<file path="src/rtl/mdu_pkg.sv">
// mdu_pkg: shared width, state encoding and constants for the multiply/divide unit
package mdu_pkg;
  localparam int MDU_WIDTH = 32;
  typedef enum logic [1:0] {IDLE, ITER, FIX} state_t;
  function automatic int cnt_w(int w);
    return $clog2(w) + 1;
  endfunction
  localparam int CNT_W = cnt_w(MDU_WIDTH);
  localparam logic [MDU_WIDTH-1:0] DIVZERO_QUOT = '1;
endpackage

</file>
<file path="src/rtl/mdu_cneg.sv">
// mdu_cneg: conditional two's-complement negate
module mdu_cneg #(
  parameter int N = 32
) (
  input  logic [N-1:0] a,
  input  logic         neg,
  output logic [N-1:0] y
);
  assign y = neg ? -a : a;
endmodule

</file>
<file path="src/rtl/multdiv_seq.sv">
// multdiv_seq: iterative signed/unsigned 32-bit multiply and restoring divide, one bit per cycle
module multdiv_seq #(
  parameter int WIDTH = mdu_pkg::MDU_WIDTH
) (
  input  logic             clk,
  input  logic             reset,
  input  logic             start,
  input  logic             multdivb,
  input  logic             signedop,
  input  logic [WIDTH-1:0] x,
  input  logic [WIDTH-1:0] y,
  output logic [WIDTH-1:0] prodh,
  output logic [WIDTH-1:0] prodl,
  output logic             run,
  output logic             dividebyzero
);
  import mdu_pkg::*;
  localparam int CW = cnt_w(WIDTH);
  state_t state, nstate;
  logic [2*WIDTH:0] acc, mstep, dstep;
  logic [WIDTH-1:0] b, xm, ym, qfix, rfix;
  logic [2*WIDTH-1:0] pfix;
  logic [WIDTH:0] sum, r, diff;
  logic [CW-1:0] count;
  logic mul, xs, ys, last;
  mdu_cneg #(.N(WIDTH)) u_xm (.a(x), .neg(signedop & x[WIDTH-1]), .y(xm));
  mdu_cneg #(.N(WIDTH)) u_ym (.a(y), .neg(signedop & y[WIDTH-1]), .y(ym));
  mdu_cneg #(.N(2*WIDTH)) u_pf (.a(acc[2*WIDTH-1:0]), .neg(xs ^ ys), .y(pfix));
  mdu_cneg #(.N(WIDTH)) u_qf (.a(acc[WIDTH-1:0]), .neg(xs ^ ys), .y(qfix));
  mdu_cneg #(.N(WIDTH)) u_rf (.a(acc[2*WIDTH-1:WIDTH]), .neg(xs), .y(rfix));
  // Multiply adds into the upper half then shifts right; divide shifts left into a WIDTH+1 trial remainder.
  assign sum   = acc[2*WIDTH:WIDTH] + {1'b0, b};
  assign mstep = {1'b0, acc[0] ? sum : acc[2*WIDTH:WIDTH], acc[WIDTH-1:1]};
  assign r     = acc[2*WIDTH-1:WIDTH-1];
  assign diff  = r - {1'b0, b};
  assign dstep = {diff[WIDTH] ? r : diff, acc[WIDTH-2:0], ~diff[WIDTH]};
  assign last  = count == CW'(WIDTH - 1);
  assign run   = state != IDLE;
  always_comb begin
    nstate = (state == IDLE && start) ? ITER :
             (state == ITER && last)  ? FIX  :
             (state == FIX)           ? IDLE : state;
  end
  always_ff @(posedge clk) begin
    if (reset) state <= IDLE;
    else state <= nstate;
  end
  always_ff @(posedge clk) begin
    if (reset) begin
      acc <= '0;
      b <= '0;
      mul <= 1'b0;
      xs <= 1'b0;
      ys <= 1'b0;
      count <= '0;
      prodh <= '0;
      prodl <= '0;
      dividebyzero <= 1'b0;
    end else if (state == IDLE && start) begin
      mul <= multdivb;
      xs <= signedop & x[WIDTH-1];
      ys <= signedop & y[WIDTH-1];
      b <= multdivb ? xm : ym;
      acc <= {{(WIDTH+1){1'b0}}, multdivb ? ym : xm};
      count <= '0;
      dividebyzero <= 1'b0;
    end else if (state == ITER) begin
      acc <= mul ? mstep : dstep;
      count <= count + 1'b1;
    end else if (state == FIX) begin
      if (mul) {prodh, prodl} <= pfix;
      else if (b == '0) begin
        prodl <= WIDTH'(DIVZERO_QUOT);
        prodh <= rfix;
        dividebyzero <= 1'b1;
      end else begin
        prodl <= qfix;
        prodh <= rfix;
      end
    end
  end
endmodule

</file>
<file path="config.mk">
export PLATFORM = sky130hd
export DESIGN_NAME = multdiv_seq
export DESIGN_NICKNAME = d
export VERILOG_FILES = /design/src/rtl/mdu_pkg.sv /design/src/rtl/mdu_cneg.sv /design/src/rtl/multdiv_seq.sv
export SDC_FILE = /design/constraint.sdc
export NUM_CORES = 1
export LEC_CHECK = 0
export CELL_PAD_IN_SITES_DETAIL_PLACEMENT = 0
export CELL_PAD_IN_SITES_GLOBAL_PLACEMENT = 1
export CORE_ASPECT_RATIO = 1.5
export CORE_MARGIN = 10
export CORE_UTILIZATION = 45
export DETAILED_ROUTE_END_ITERATION = 10
export PLACE_DENSITY_LB_ADDON = 0.1
export SLEW_MARGIN = 20
export SYNTH_ARGS = -nofsm -noshare
export SYNTH_HDL_FRONTEND = slang
export SYNTH_SLANG_ARGS = --single-unit
</file>
<file path="constraint.sdc">
create_clock -name clk -period 8 [get_ports clk]
set_input_delay 0.8 -clock clk [delete_from_list [all_inputs] [get_ports clk]]
set_output_delay 0.8 -clock clk [all_outputs]
set_load 0.05 [all_outputs]
</file>
# Word level (Yosys, flattened, before mapping)
# Index checks and enable logic that the tools add are counted.
[totals]
ff_bits = 173
input_bits = 69
out_inout_bits = 66
elab_cells = 59
[classes]
add_sub_neg = 8
eq_ne = 3
mux = 18
bitwise = 7
n_reduce_logical = 11
[op_table]
columns = ["cell", "n"]
rows = [
  ["32-bit 2-to-1 mux", 11],
  ["32-bit negation", 4],
  ["33-bit 2-to-1 mux", 2],
  ["65-bit 2-to-1 mux", 1],
  ["64-bit 2-to-1 mux", 1],
  ["64-bit negation", 1],
  ["33-bit by 32-bit adder with 33-bit output", 1],
  ["33-bit by 32-bit subtractor with 33-bit output", 1],
  ["32-bit logical NOT", 1],
  ["6-bit by 1-bit adder with 6-bit output, second input constant", 1],
  ["6-bit by 5-bit equality test with 1-bit output, second input constant", 1],
  ["2-bit nonzero test", 3],
  ["2-bit 2-to-1 mux", 2],
  ["1-bit inverter", 4],
  ["4-bit AND reduction", 1],
  ["3-bit AND reduction", 1],
  ["3-bit nonzero test", 1],
  ["1-bit bitwise AND", 2],
  ["2-bit by 1-bit equality test with 1-bit output, second input constant", 1],
  ["2-bit equality test, second input constant", 1],
  ["1-bit logical AND", 2],
  ["2-bit logical NOT", 1],
  ["2-bit OR reduction", 1],
  ["1-bit 2-to-1 mux", 1],
  ["1-bit bitwise XOR", 1],
]

# Logic depth before layout (Yosys ltp)
# Gate-level depths: netlist (run 1).
[logic_depth]
depth_word = 5
ltp_mapped = 19
depth_no_buf = 18

# Modules after synthesis
# From an unflattened synthesis (run 1), not the netlist that was laid out.
[hier_totals]
cells_unflattened = 2092
area_unflattened_um2 = 16507.1
[by_module_without_submodules]
columns = ["mod", "n_inst", "cells_each", "area_each_um2", "seq_area_each_um2"]
rows = [
  ["multdiv_seq", 1, 1471, 12004.0, 3463.3],
  ["mdu_cneg (u_rf ...)", 3, 108, 767.0, 0.0],
  ["mdu_cneg (u_pf)", 1, 198, 1453.9, 0.0],
  ["mdu_cneg (u_qf)", 1, 99, 748.2, 0.0],
]

# Worst setup path after synthesis (run 1)
# No wires, ideal clock.
[synth_timing]
path_kind = "flip-flop to flip-flop"
startpoint = "reg acc[32]"
endpoint = "reg acc[55]"
setup_ps = 133
arrival_time_ps = 3963
required_ps = 7867
setup_slack_ps = 3903
stages_incl_launch_ff = 20
n_path_buf = 3
synth_period_minus_slack_ps = 4097
path_cell_list = "dfxtp_1 > clkbuf_1 > inv_1 > fa_1 > nand2b_1 > a21o_1 > a211o_1 > a2111oi_1 > o21a_1 > o21a_1 > o211ai_1 > nand2_1 > ha_1 > clkbuf_1 > buf_1 > o211ai_1 > o21ai_0 > nand2_1 > a211oi_1 > nor4_1"
[synth_via]
elab_chain_len = 3
word_cells_on_any_way = 5
classes_between = "add/sub: 2; mux: 3"
[synth_rtl]
columns = ["element", "line", "source"]
rows = [
  ["from (decl)", "multdiv_seq.sv:20", "logic [2*WIDTH:0] acc, mstep, dstep;"],
  ["from (signal assigned)", "multdiv_seq.sv:64", "acc <= {{(WIDTH+1){1'b0}}, multdivb ? ym : xm};"],
  ["from (signal assigned)", "multdiv_seq.sv:68", "acc <= mul ? mstep : dstep;"],
  ["33-bit by 32-bit subtractor with 33-bit output or 33-bit by 32-bit adder with 33-bit output (tied branches)", "multdiv_seq.sv:35, multdiv_seq.sv:32", ""],
  ["33-bit 2-to-1 mux (on tied branches)", "multdiv_seq.sv:36, multdiv_seq.sv:33", ""],
  ["65-bit 2-to-1 mux *", "multdiv_seq.sv:68", ""],
]
# Mark *: on every way between the ends. The rest lies on a longest branch, timed or not.
# A chain may end at the register's enable or synchronous reset.

# Worst setup path after layout (run 1)
[layout_timing]
startpoint = "reg acc[32]"
endpoint = "reg acc[63]"
# The elaborated chain is that of the path after synthesis.

==> tab_implementation.tex, run 1 <==
\begin{tabular}{lr}
\hline
Metric & Value \\
\hline
\multicolumn{2}{l}{\textbf{STA}} \\
\quad Least-Margin Pin Slew & 1.12 ns \\
\quad Setup repair after global routing missed its margin & false \\
\quad Number of max-slew violations in the final report & 0 \\
\quad Worst hold margin & 0.455 ns \\
\quad Final period util & 0.649 \\
\quad Finish-stage setup viols & 0 \\
\quad Relative slew margins & 0.250 \\
\quad Worst clock skew & 0.0141 ns \\
\quad Maximum achievable frequency & 193 MHz \\
\quad Fin crit period & 5.19 ns \\
\quad Total negative setup slack & 0 ns \\
\quad Final count of hold timing violations & 0 \\
\multicolumn{2}{l}{\textbf{Setup path}} \\
\quad Slowest cell on the critical path & sky130\_fd\_sc\_hd\_\_a2111oi\_1 \\
\quad Critical path fanouts, max & 50 \\
\quad Cell type group with the largest total delay on the critical path & compound AO/OA/AOI/OAI gates \\
\quad Chain of cells forming the critical path & inv\_1 > fa\_1 > nand2b\_1 > a21o\_1 > a211o\_1 > a2111oi\_1 > o21a\_1 > o21a\_1 > o211ai\_1 > nand2\_1 > ha\_1 > buf\_4 > clkinv\_1 > nor2\_1 > and3\_1 > mux2i\_1 > nand4\_1 > o221a\_2 \\
\quad Element type at the critical path start & register \\
\quad Worst path most repeated cell & sky130\_fd\_sc\_hd\_\_o21a\_1 \\
\quad Data required time of the worst path & 8.40 ns \\
\quad Count of buffer and inverter cells on the critical path & 3 \\
\quad Delay of the slowest cell on the worst path & 0.67 ns \\
\quad Critical Path Sink Type & register \\
\quad Worst path arrival time & 5.60 ns \\
\quad Worst reg2reg setup slack & 2.81 ns \\
\quad Critical setup path kind & register to register \\
\multicolumn{2}{l}{\textbf{Synthesis}} \\
\quad Post-synthesis sequential area ratio & 0.237 \\
\quad Predominant post-synthesis flop cell & sky130\_fd\_sc\_hd\_\_dfxtp\_1 \\
\quad Yosys reg bits & 173 \\
\quad Count of yosys warnings during synthesis & 0 \\
\quad Cells after Synth & 1988 \\
\quad Synth top area share & 0.237 \\
\quad Library cells used by synthesis & 84 \\
\quad Post-synth net total & 2130 \\
\quad Average instance area after synthesis & 7.35 um\^{}2 \\
\quad Post-Synthesis Cell Area & 14600 um\^{}2 \\
\quad Number of enable-type register cells in the synthesized netlist & 0 \\
\quad Top area cells in the synthesized netlist & sky130\_fd\_sc\_hd\_\_dfxtp\_1 24\%, sky130\_fd\_sc\_hd\_\_ha\_1 6.1\%, sky130\_fd\_sc\_hd\_\_a21oi\_1 6.0\% \\
\quad Cell accounting for the most synthesized area & sky130\_fd\_sc\_hd\_\_dfxtp\_1 \\
\quad FFs w/ async S/R, synth & 0 \\
\multicolumn{2}{l}{\textbf{Run status}} \\
\quad Result of the run & complete, no violations \\
\multicolumn{2}{l}{\textbf{Route}} \\
\quad Routed wire length per instance & 24.0 um \\
\quad Pre-antenna DRT Iters & 5 \\
\quad DR DRC count & 0 \\
\quad Detailed-route wire length & 58700 um \\
\quad Number of design-rule violations left by the first detailed-router iteration & 1138 \\
\quad Post-detailed-route via-to-cell ratio & 6.24 \\
\quad Via Count & 15.3k \\
\quad Antenna Nets Post-Route & 0 \\
\multicolumn{2}{l}{\textbf{Placement}} \\
\quad Global placement routability congestion & 0.981 \\
\quad Post-detailed-placement half-perimeter wirelength & 45800 um \\
\quad Port Buf Inserts & 134 \\
\multicolumn{2}{l}{\textbf{Die}} \\
\quad Die Area & 40200 um\^{}2 \\
\quad Placeable core region & 31900 um\^{}2 \\
\quad Boundary Pins & 135 \\
\quad Die width & 167 um \\
\quad Starting density of the core & 0.458 \\
\quad Chip height & 241 um \\
\quad Row Count & 80 \\
\multicolumn{2}{l}{\textbf{Pwr}} \\
\quad IR drop worst, VDD & 0.000159 V \\
\quad Leakage power & 6.13 nW \\
\quad Cell Pwr Density & 189 nW/um\^{}2 \\
\multicolumn{2}{l}{\textbf{GRT}} \\
\quad First-pass GRT wire length & 89100 um \\
\quad Maximum number of pins on one net before global-route repair & 78 \\
\quad Vias in the first global route & 15.0k \\
\quad Initial antenna violation count & 0 \\
\quad Overflow after GRT & 0 \\
\quad Global Route Usage Sum & 0.281 \\
\multicolumn{2}{l}{\textbf{Clock tree}} \\
\quad Number of buffers created by CTS & 17 \\
\quad Clock tree from TritonCTS & done \\
\quad Clock network latency to the later pin of the worst-skew pair & 0.47 ns \\
\quad Max H-tree Level & 4 \\
\quad Number of sinks on the clock net & 173 \\
\quad \# hold bufs at CTS & 0 \\
\quad Worst-case clock buffer depth & 2 \\
\quad Clk slew on worst S/H paths & 0.08 ns \\
\quad Resized Gates After CTS & 0 \\
\quad Clock Tree Root & sky130\_fd\_sc\_hd\_\_clkbuf\_16 \\
\quad Post CTS Setup Buffer Count & 0 \\
\multicolumn{2}{l}{\textbf{Job}} \\
\quad Total of max-cap violations & 0 \\
\multicolumn{2}{l}{\textbf{Layout}} \\
\quad Number of nets in the finished design & 2161 \\
\quad Area taken by multi-input logic gates & 10400 um\^{}2 \\
\quad Fraction of final layout cells with drive strength greater than 1 & 0.0522 \\
\quad Sequential cell area in the final layout & 3470 um\^{}2 \\
\quad Layout Area Growth over Synthesis & 14.8\% \\
\quad Count of filler cells inserted in the layout & 3215 \\
\multicolumn{2}{l}{\textbf{Worst hold path}} \\
\quad Path category of the worst min-delay check & register to register \\
\hline
\end{tabular}
[Yosys cell counts (all sizes together) (15+ instances only)]
cell / instances
nor2: 205
nand2: 193
a21oi: 177
dfxtp: 173
o21ai: 117
clkbuf: 116
xnor2: 94
ha: 71
xor2: 70
a211oi: 64
inv: 61
o211ai: 58
mux2i: 52
nor3: 45
nor4: 38
a21o: 34
o22ai: 31
nand3: 30
a31oi: 29
buf: 29
o31ai: 26
or3: 24
nor2b: 22
nand2b: 19
nand4: 18
and3: 15
[through the flow]
stage          setup WS (ns)  std cells  area (um^2)  utilization  power (mW)
3_3_place_gp            2.90       2410        16100        0.504        2.19
4_1_cts                 2.80       2442        16800        0.525        3.16
5_1_grt                 2.28       2442        16800        0.525        3.32
2_1_floorplan           3.90       1988        14600            -        1.82
6_report                2.81       2443        16800        0.525        3.17
3_5_place_dp            2.85       2410        16100        0.504        2.19
[power breakdown]
group | leakage [nW] | switching (mW) | internal (mW)
logic | 4.39 | 0.737 | 0.444
registers | 1.41 | 0.108 | 0.904
clock network | 0.327 | 0.432 | 0.541
total | 6.13 | 1.28 | 1.89
[metal layers]
layer,global-route usage,vias to the layer above,routed length (um)
met5,0,-,0
met4,0.183,0,4040
met3,0.0397,134,2680
met2,0.506,502,29700
met1,0.303,7273,22300
li1,-,7341,-
[cell usage in the layout, fill, tap and decap left out, drive strengths merged, types with 14 or more instances in the layout]
cell / count
a21oi: 177
xor2: 70
a21o: 34
xnor2: 94
and3: 15
a31oi: 29
nor2: 205
nand4: 18
nor2b: 22
a211oi: 64
mux2i: 52
nor4: 38
nor3: 45
buf: 25
o22ai: 31
ha: 71
clkbuf: 17
o21ai: 117
o21a: 14
o211ai: 58
nand2b: 19
nand3: 30
o31ai: 26
nand2: 193
dfxtp: 173
or3: 24
clkdlybuf4s50: 132
inv: 67
[worst reg2reg max path: stages, from the launching register on]
cell	delay, ns
sky130_fd_sc_hd__dfxtp_1	0.56
sky130_fd_sc_hd__inv_1	0.17
sky130_fd_sc_hd__fa_1	0.47
sky130_fd_sc_hd__nand2b_1	0.18
sky130_fd_sc_hd__a21o_1	0.21
sky130_fd_sc_hd__a211o_1	0.33
sky130_fd_sc_hd__a2111oi_1	0.67
sky130_fd_sc_hd__o21a_1	0.27
sky130_fd_sc_hd__o21a_1	0.12
sky130_fd_sc_hd__o211ai_1	0.08
sky130_fd_sc_hd__nand2_1	0.10
sky130_fd_sc_hd__ha_1	0.12
sky130_fd_sc_hd__buf_4	0.47
sky130_fd_sc_hd__clkinv_1	0.58
sky130_fd_sc_hd__nor2_1	0.26
sky130_fd_sc_hd__and3_1	0.17
sky130_fd_sc_hd__mux2i_1	0.06
sky130_fd_sc_hd__nand4_1	0.12
sky130_fd_sc_hd__o221a_2	0.19
[layout make-up]
class                   instances  area share
clock buffers                  17      0.0254
inverters                      63      0.0141
flip-flops and latches        173       0.207
repair buffers                157      0.0898
diodes                          1    0.000149
clock inverters                15      0.0147
well taps                     410      0.0306
multi-input cells            1607       0.619
[state kept, by name, indices dropped and copies added (netlist names)]
signal,flops
ys,1
xs,1
state,2
b,32
prodh,32
dividebyzero,1
mul,1
count,6
prodl,32
acc,65
[final timing paths]
kind | startpoint | endpoint | cells past startpoint
max | acc[32]$_SDFFE_PP0P_ | acc[63]$_SDFFE_PP0P_ | 18
min | prodh[25]$_SDFFE_PP0P_ | prodh[25]$_SDFFE_PP0P_ | 2
max reg2reg | acc[32]$_SDFFE_PP0P_ | acc[63]$_SDFFE_PP0P_ | 18
min reg2reg | prodh[25]$_SDFFE_PP0P_ | prodh[25]$_SDFFE_PP0P_ | 2
[kinds of logic after synthesis]
logic type / synth area share
and+or+nand+nor: 0.218
AOI/OAI and AO/OA: 0.290
buffers and inverters: 0.0544
DFF: 0.237
xor gates and xnor gates: 0.0983
adders and majority gates: 0.0635
muxes: 0.0387
Power figures use the tool's default switching activity.
==> inputs of run 2 (changes only) <==
- CORE_UTILIZATION: 45 -> 44
- clock period: 8 -> 5.3 ns (I/O delays scaled with it)
==> tab_implementation.tex, run 2 (synthesis gave the netlist of run 1 again) <==
\begin{tabular}{lr}
\hline
Metric & Value \\
\hline
\multicolumn{2}{l}{\textbf{Layout}} \\
\quad Number of flip-flops under the largest register name & 65 (unchanged) \\
\quad Count of filler cells inserted in the layout & 3345 (was 3215) \\
\quad Commonest cells after routing, fill and taps aside & 203 x sky130\_fd\_sc\_hd\_\_nor2\_1, 193 x sky130\_fd\_sc\_hd\_\_nand2\_1, 176 x sky130\_fd\_sc\_hd\_\_a21oi\_1, 171 x sky130\_fd\_sc\_hd\_\_dfxtp\_1, 132 x sky130\_fd\_sc\_hd\_\_clkdlybuf4s50\_1 (unchanged) \\
\quad Area taken by multi-input logic gates & 10400 um\^{}2 (about the same) \\
\quad Sequential cell area in the final layout & 3470 um\^{}2 (unchanged) \\
\quad Number of nets in the finished design & 2186 (was 2161) \\
\quad Fraction of final layout cells with drive strength greater than 1 & 0.0632 (was 0.0522) \\
\quad Layout Area Growth over Synthesis & 15.4\% (was 14.8\%) \\
\quad Final instance count without filler cells & 2471 (was 2443) \\
\quad N\_diodes & 0 (was 1) \\
\quad Most common library cell in the layout ignoring fill and taps & sky130\_fd\_sc\_hd\_\_nor2\_1 (unchanged) \\
\quad Finished Cell Area & 16900 um\^{}2 (was 16800 um\^{}2) \\
\quad Register with the most flip-flops & acc (unchanged) \\
\multicolumn{2}{l}{\textbf{Setup path}} \\
\quad Critical setup path kind & register to register (unchanged) \\
\quad Data required time of the worst path & 5.67 ns (was 8.40 ns) \\
\quad Critical path fanouts, max & 10 (was 50) \\
\quad Worst reg2reg setup slack & 0.66 ns (was 2.81 ns) \\
\quad Critical Path Sink Type & register (unchanged) \\
\quad Element type at the critical path start & register (unchanged) \\
\quad Worst path arrival time & 5.01 ns (was 5.60 ns) \\
\multicolumn{2}{l}{\textbf{Die}} \\
\quad Starting density of the core & 0.447 (was 0.458) \\
\quad Die width & 169 um (was 167 um) \\
\quad Row Count & 81 (was 80) \\
\quad Boundary Pins & 135 (unchanged) \\
\quad Placeable core region & 32700 um\^{}2 (was 31900 um\^{}2) \\
\quad Die Area & 41100 um\^{}2 (was 40200 um\^{}2) \\
\quad Chip height & 243 um (was 241 um) \\
\multicolumn{2}{l}{\textbf{GRT}} \\
\quad Overflow after GRT & 0 (unchanged) \\
\quad Maximum number of pins on one net before global-route repair & 64 (was 78) \\
\quad Global Route Usage Sum & 0.280 (was 0.281) \\
\quad Vias in the first global route & 15.1k (was 15.0k) \\
\quad First-pass GRT wire length & 90200 um (was 89100 um) \\
\quad Initial antenna violation count & 0 (unchanged) \\
\multicolumn{2}{l}{\textbf{Clock tree}} \\
\quad Max H-tree Level & 4 (unchanged) \\
\quad \# hold bufs at CTS & 0 (unchanged) \\
\quad Number of sinks on the clock net & 173 (unchanged) \\
\quad Number of buffers created by CTS & 17 (unchanged) \\
\quad Clk slew on worst S/H paths & 0.07 ns (was 0.08 ns) \\
\quad Clock Tree Root & sky130\_fd\_sc\_hd\_\_clkbuf\_16 (unchanged) \\
\quad Clock network latency to the later pin of the worst-skew pair & 0.46 ns (was 0.47 ns) \\
\quad Post CTS Setup Buffer Count & 0 (unchanged) \\
\quad Clock tree from TritonCTS & done (unchanged) \\
\quad Resized Gates After CTS & 0 (unchanged) \\
\quad Worst-case clock buffer depth & 2 (unchanged) \\
\multicolumn{2}{l}{\textbf{Placement}} \\
\quad Global placement routability congestion & 0.991 (was 0.981) \\
\quad Placed cell areas & 16300 um\^{}2 (was 16100 um\^{}2) \\
\quad Worst slack at placement & 0.811 ns (was 2.85 ns) \\
\quad Post-detailed-placement half-perimeter wirelength & 46400 um (was 45800 um) \\
\quad Placed cell count & 2440 (was 2410) \\
\quad Port Buf Inserts & 134 (unchanged) \\
\multicolumn{2}{l}{\textbf{STA}} \\
\quad Setup repair after global routing missed its margin & false (unchanged) \\
\quad Relative slew margins & 0.251 (was 0.250) \\
\quad Least-Margin Pin Slew & 1.11 ns (was 1.12 ns) \\
\quad Number of max-slew violations in the final report & 0 (unchanged) \\
\quad Worst clock skew & 0.0169 ns (was 0.0141 ns) \\
\quad Fin crit period & 4.64 ns (was 5.19 ns) \\
\quad Final period util & 0.876 (was 0.649) \\
\quad Total negative setup slack & 0 ns (unchanged) \\
\quad Final count of hold timing violations & 0 (unchanged) \\
\quad Finish-stage setup viols & 0 (unchanged) \\
\quad Worst setup margin & 0.656 ns (was 2.81 ns) \\
\quad Maximum achievable frequency & 215 MHz (was 193 MHz) \\
\multicolumn{2}{l}{\textbf{Route}} \\
\quad Routed wire length per instance & 23.8 um (was 24.0 um) \\
\quad Detailed-route wire length & 58900 um (was 58700 um) \\
\quad Pre-antenna DRT Iters & 5 (unchanged) \\
\quad Post-detailed-route via-to-cell ratio & 6.25 (was 6.24) \\
\quad Antenna Nets Post-Route & 0 (unchanged) \\
\quad Number of design-rule violations left by the first detailed-router iteration & 1230 (was 1138) \\
\quad Via Count & 15.4k (was 15.3k) \\
\quad DR DRC count & 0 (unchanged) \\
\multicolumn{2}{l}{\textbf{Pwr}} \\
\quad Overall power & 4.62 mW (was 3.17 mW) \\
\quad Leakage power & 6.21 nW (was 6.13 nW) \\
\quad IR drop worst, VDD & 0.000216 V (was 0.000159 V) \\
\quad Cell Pwr Density & 274 nW/um\^{}2 (was 189 nW/um\^{}2) \\
\multicolumn{2}{l}{\textbf{Job}} \\
\quad Total of max-cap violations & 0 (unchanged) \\
\multicolumn{2}{l}{\textbf{Run status}} \\
\quad Result of the run & complete, no violations (unchanged) \\
\multicolumn{2}{l}{\textbf{Worst hold path}} \\
\quad Path category of the worst min-delay check & register to register (unchanged) \\
\hline
\end{tabular}
run 2: changes by cell type in the layout (fill, tap and decap cells not counted), sizes merged:
| cell | before | now |
|---|---|---|
| diode | 1 | 0 |
| clkbuf | 17 | 18 |
| bufinv | 4 | 0 |
| buf | 25 | 50 |
| clkinv | 7 | 5 |
| inv | 67 | 71 |
run 2: worst max-delay path: stages, from the launching register on:
cell,delay [ns]
sky130_fd_sc_hd__dfxtp_1,0.59
sky130_fd_sc_hd__inv_1,0.18
sky130_fd_sc_hd__fa_1,0.46
sky130_fd_sc_hd__nand2b_1,0.18
sky130_fd_sc_hd__a21o_1,0.21
sky130_fd_sc_hd__a211o_1,0.34
sky130_fd_sc_hd__a2111oi_1,0.39
sky130_fd_sc_hd__buf_4,0.21
sky130_fd_sc_hd__o21a_1,0.17
sky130_fd_sc_hd__o21a_1,0.12
sky130_fd_sc_hd__o211ai_1,0.07
sky130_fd_sc_hd__nand2_1,0.10
sky130_fd_sc_hd__ha_1,0.28
sky130_fd_sc_hd__clkinv_1,0.39
sky130_fd_sc_hd__buf_4,0.29
sky130_fd_sc_hd__nor4_1,0.30
sky130_fd_sc_hd__a211oi_1,0.09
sky130_fd_sc_hd__nor4_1,0.16
run 2: final timing paths:
check / start / endpoint / cells after the start
max reg2reg: acc[32]$_SDFFE_PP0P_ / acc[55]$_SDFFE_PP0P_ / 17
max: acc[32]$_SDFFE_PP0P_ / acc[55]$_SDFFE_PP0P_ / 17
min: prodh[25]$_SDFFE_PP0P_ / prodh[25]$_SDFFE_PP0P_ / 2
min reg2reg: prodh[25]$_SDFFE_PP0P_ / prodh[25]$_SDFFE_PP0P_ / 2
run 2: per-stage QoR:
stage / util / hold slack (ns)
detailed placement: 0.498 / 0.438
finish: 0.515 / 0.443
CTS: 0.515 / 0.449
global route: 0.515 / 0.478
floorplan: - / 0.440
global placement: 0.498 / 0.436
run 2: final cells by class:
type,instances,area share
well taps,415,0.0308
clock buffers,18,0.0254
flip-flops and latches,173,0.206
multi-input cells,1607,0.616
clock inverters,13,0.00727
repair buffers,182,0.101
inverters,63,0.0140
run 2: report_power, final:
group	switching, mW	internal (mW)
Sequential	0.123	1.37
Combinational	1.18	0.709
Clock	0.625	0.620
run 2: routing by layer:
layer | wire, um | part of all wire | track usage | up-vias
met2 | 29200 | 0.50 | 0.483 | 556
met1 | 22000 | 0.37 | 0.304 | 7319
met5 | 0 | 0 | 0 | -
li1 | - | - | - | 7388
met4 | 5010 | 0.085 | 0.214 | 0
met3 | 2710 | 0.046 | 0.0367 | 181
==> inputs of run 3 (changes only) <==
- CORE_MARGIN: 10 -> unset
==> tab_implementation.tex, run 3 (synthesis gave the netlist of run 1 again) <==
\begin{tabular}{lr}
\hline
Metric & Value \\
\hline
\multicolumn{2}{l}{\textbf{Run status}} \\
\quad Result of the run & complete, no violations (unchanged) \\
\multicolumn{2}{l}{\textbf{Placement}} \\
\quad Global placement routability congestion & 1.02 (was 0.991) \\
\quad Placed cell count & 2435 (was 2440) \\
\quad Port Buf Inserts & 134 (unchanged) \\
\quad Placed cell areas & 16300 um\^{}2 (about the same) \\
\quad Post-detailed-placement half-perimeter wirelength & 46000 um (was 46400 um) \\
\multicolumn{2}{l}{\textbf{Route}} \\
\quad Via Count & 15.4k (about the same) \\
\quad DR DRC count & 0 (unchanged) \\
\quad Post-detailed-route via-to-cell ratio & 6.25 (about the same) \\
\quad Number of design-rule violations left by the first detailed-router iteration & 1052 (was 1230) \\
\quad Antenna Nets Post-Route & 0 (unchanged) \\
\quad Routed wire length per instance & 23.8 um (about the same) \\
\quad Pre-antenna DRT Iters & 5 (unchanged) \\
\quad Detailed-route wire length & 58700 um (was 58900 um) \\
\multicolumn{2}{l}{\textbf{Clock tree}} \\
\quad Max H-tree Level & 4 (unchanged) \\
\quad Resized Gates After CTS & 0 (unchanged) \\
\quad Number of buffers created by CTS & 17 (unchanged) \\
\quad Clock Tree Root & sky130\_fd\_sc\_hd\_\_clkbuf\_16 (unchanged) \\
\quad Clock network latency to the later pin of the worst-skew pair & 0.46 ns (about the same) \\
\quad Clock tree from TritonCTS & done (unchanged) \\
\quad Clk slew on worst S/H paths & 0.08 ns (was 0.07 ns) \\
\quad Worst-case clock buffer depth & 2 (unchanged) \\
\quad \# hold bufs at CTS & 0 (unchanged) \\
\quad Post CTS Setup Buffer Count & 0 (unchanged) \\
\quad Number of sinks on the clock net & 173 (unchanged) \\
\multicolumn{2}{l}{\textbf{GRT}} \\
\quad First-pass GRT wire length & 88000 um (was 90200 um) \\
\quad Maximum number of pins on one net before global-route repair & 67 (was 64) \\
\quad Initial antenna violation count & 0 (unchanged) \\
\quad Overflow after GRT & 0 (unchanged) \\
\quad Global Route Usage Sum & 0.350 (was 0.280) \\
\quad Vias in the first global route & 14.9k (was 15.1k) \\
\multicolumn{2}{l}{\textbf{Setup path}} \\
\quad Data required time of the worst path & 5.63 ns (was 5.67 ns) \\
\quad Worst reg2reg setup slack & 0.74 ns (was 0.66 ns) \\
\quad Slowest cell on the critical path & sky130\_fd\_sc\_hd\_\_dfxtp\_1 (unchanged) \\
\quad Delay of the slowest cell on the worst path & 0.56 ns (was 0.59 ns) \\
\quad Worst r2r dst & acc[40]\$\_SDFFE\_PP0P\_ (was acc[55]\$\_SDFFE\_PP0P\_) \\
\quad Element type at the critical path start & register (unchanged) \\
\quad Critical setup path kind & register to register (unchanged) \\
\quad Worst reg2reg path depth & 17 (unchanged) \\
\quad Critical Path Sink Type & register (unchanged) \\
\quad Chain of cells forming the critical path & inv\_1 > fa\_1 > nand2b\_1 > a21o\_1 > a211o\_1 > a2111oi\_1 > buf\_4 > o21a\_1 > o21a\_1 > o211ai\_1 > nand2\_1 > ha\_1 > buf\_4 > mux2i\_1 > o22ai\_1 > o31ai\_1 > a21oi\_1 (was inv\_1 > fa\_1 > nand2b\_1 > a21o\_1 > a211o\_1 > a2111oi\_1 > buf\_4 > o21a\_1 > o21a\_1 > o211ai\_1 > nand2\_1 > ha\_1 > clkinv\_1 > buf\_4 > nor4\_1 > a211oi\_1 > nor4\_1) \\
\quad Worst path arrival time & 4.88 ns (was 5.01 ns) \\
\quad Startpoint of the worst register-to-register path & acc[32]\$\_SDFFE\_PP0P\_ (unchanged) \\
\quad Critical path fanouts, max & 31 (was 10) \\
\multicolumn{2}{l}{\textbf{Layout}} \\
\quad Final instance count without filler cells & 2466 (was 2471) \\
\quad Most common library cell in the layout ignoring fill and taps & sky130\_fd\_sc\_hd\_\_nor2\_1 (unchanged) \\
\quad Fraction of the core area covered by cells at the end of the flow & 0.515 (about the same) \\
\quad Number of flip-flops under the largest register name & 65 (unchanged) \\
\quad Finished Cell Area & 16800 um\^{}2 (was 16900 um\^{}2) \\
\quad N\_diodes & 0 (unchanged) \\
\quad Fraction of final layout cells with drive strength greater than 1 & 0.0595 (was 0.0632) \\
\quad Register with the most flip-flops & acc (unchanged) \\
\quad Commonest cells after routing, fill and taps aside & 203 x sky130\_fd\_sc\_hd\_\_nor2\_1, 193 x sky130\_fd\_sc\_hd\_\_nand2\_1, 176 x sky130\_fd\_sc\_hd\_\_a21oi\_1, 171 x sky130\_fd\_sc\_hd\_\_dfxtp\_1, 132 x sky130\_fd\_sc\_hd\_\_clkdlybuf4s50\_1 (unchanged) \\
\quad Sequential cell area in the final layout & 3470 um\^{}2 (unchanged) \\
\quad Layout Area Growth over Synthesis & 14.9\% (was 15.4\%) \\
\quad Count of filler cells inserted in the layout & 3334 (was 3345) \\
\quad Area taken by multi-input logic gates & 10400 um\^{}2 (about the same) \\
\quad Number of nets in the finished design & 2181 (was 2186) \\
\multicolumn{2}{l}{\textbf{Die}} \\
\quad Boundary Pins & 135 (unchanged) \\
\quad Starting density of the core & 0.448 (was 0.447) \\
\quad Die Area & 34000 um\^{}2 (was 41100 um\^{}2) \\
\quad Chip height & 225 um (was 243 um) \\
\quad Placeable core region & 32600 um\^{}2 (was 32700 um\^{}2) \\
\quad Row Count & 81 (unchanged) \\
\quad Die width & 151 um (was 169 um) \\
\multicolumn{2}{l}{\textbf{Job}} \\
\quad Total of max-cap violations & 0 (unchanged) \\
\multicolumn{2}{l}{\textbf{Pwr}} \\
\quad IR drop worst, VDD & 0.000245 V (was 0.000216 V) \\
\quad Leakage power & 6.16 nW (was 6.21 nW) \\
\quad Cell Pwr Density & 270 nW/um\^{}2 (was 274 nW/um\^{}2) \\
\quad Overall power & 4.54 mW (was 4.62 mW) \\
\multicolumn{2}{l}{\textbf{STA}} \\
\quad Worst clock skew & 0.0150 ns (was 0.0169 ns) \\
\quad Number of max-slew violations in the final report & 0 (unchanged) \\
\quad Least-Margin Pin Slew & 1.07 ns (was 1.11 ns) \\
\quad Finish-stage setup viols & 0 (unchanged) \\
\quad Final count of hold timing violations & 0 (unchanged) \\
\quad Total negative setup slack & 0 ns (unchanged) \\
\quad Fin crit period & 4.56 ns (was 4.64 ns) \\
\quad Setup repair after global routing missed its margin & false (unchanged) \\
\quad Maximum achievable frequency & 220 MHz (was 215 MHz) \\
\quad Relative slew margins & 0.287 (was 0.251) \\
\quad Final period util & 0.860 (was 0.876) \\
\multicolumn{2}{l}{\textbf{Worst hold path}} \\
\quad Sink of the worst hold path & prodh[29]\$\_SDFFE\_PP0P\_ (was prodh[25]\$\_SDFFE\_PP0P\_) \\
\quad Worst Hold Path Cells & 2 (unchanged) \\
\quad Path category of the worst min-delay check & register to register (unchanged) \\
\quad Min-delay src & prodh[29]\$\_SDFFE\_PP0P\_ (was prodh[25]\$\_SDFFE\_PP0P\_) \\
\hline
\end{tabular}
run 3: cell count changes in the layout (fill, tap and decap cells not counted), sizes merged:
cell      previous run  this run
buf                 50        45
inv                 71        66
clkbuf              18        21
clkinvlp             0         2
run 3: area by class of cell:
cell class | count | share of cell area
Sequential cell | 173 | 0.207
Inverter | 63 | 0.0141
Clock inverter | 10 | 0.00484
Clock buffer | 21 | 0.0268
Tap cell | 415 | 0.0309
Multi-Input combinational cell | 1607 | 0.618
Timing Repair Buffer | 177 | 0.0987
run 3: worst max path at each step:
| stage | startpoint | slack, ns | end | cells after the start |
|---|---|---|---|---|
| final | acc[32]$_SDFFE_PP0P_ | 0.74 | acc[40]$_SDFFE_PP0P_ | 17 |
| after global routing | acc[32]$_SDFFE_PP0P_ | 0.44 | acc[40]$_SDFFE_PP0P_ | 17 |
| after CTS | acc[32]$_SDFFE_PP0P_ | 0.80 | acc[40]$_SDFFE_PP0P_ | 17 |
| after detailed placement | acc[32]$_SDFFE_PP0P_ | 0.85 | acc[40]$_SDFFE_PP0P_ | 17 |
| after global placement | acc[32]$_SDFFE_PP0P_ | 0.91 | acc[40]$_SDFFE_PP0P_ | 17 |
| after floorplan | acc[32]$_SDFFE_PP0P_ | 1.20 | acc[55]$_SDFFE_PP0P_ | 19 |
run 3: layer usage:
| metal | global-route usage | up-vias | part of all wire |
|---|---|---|---|
| met2 | 0.621 | 501 | 0.51 |
| met4 | 0.256 | 0 | 0.079 |
| met5 | 0 | - | 0 |
| met3 | 0.0399 | 158 | 0.036 |
| li1 | - | 7388 | - |
| met1 | 0.377 | 7363 | 0.38 |
run 3: critical path, delay by kind of cell, from the launching register on:
| kind | cells | cell delay, ns |
|---|---|---|
| buf+inv | 3 | 0.79 |
| compound gates | 9 | 1.72 |
| simple gates | 2 | 0.29 |
| mux | 1 | 0.24 |
| flops | 1 | 0.56 |
| fa+ha+maj | 2 | 0.78 |
run 3: power by group:
part | total (mW) | internal [mW] | switching [mW] | leakage [nW]
Combinational | 1.85 | 0.693 | 1.16 | 4.50
Clock | 1.20 | 0.617 | 0.580 | 0.255
Sequential | 1.49 | 1.37 | 0.126 | 1.41
Total | 4.54 | 2.68 | 1.86 | 6.16
run 3: metrics by stage:
step	setup slack (ns)	hold WS (ns)
2_1_floorplan	1.20	0.440
3_3_place_gp	0.907	0.440
3_5_place_dp	0.847	0.442
4_1_cts	0.803	0.452
5_1_grt	0.439	0.487
6_report	0.744	0.449
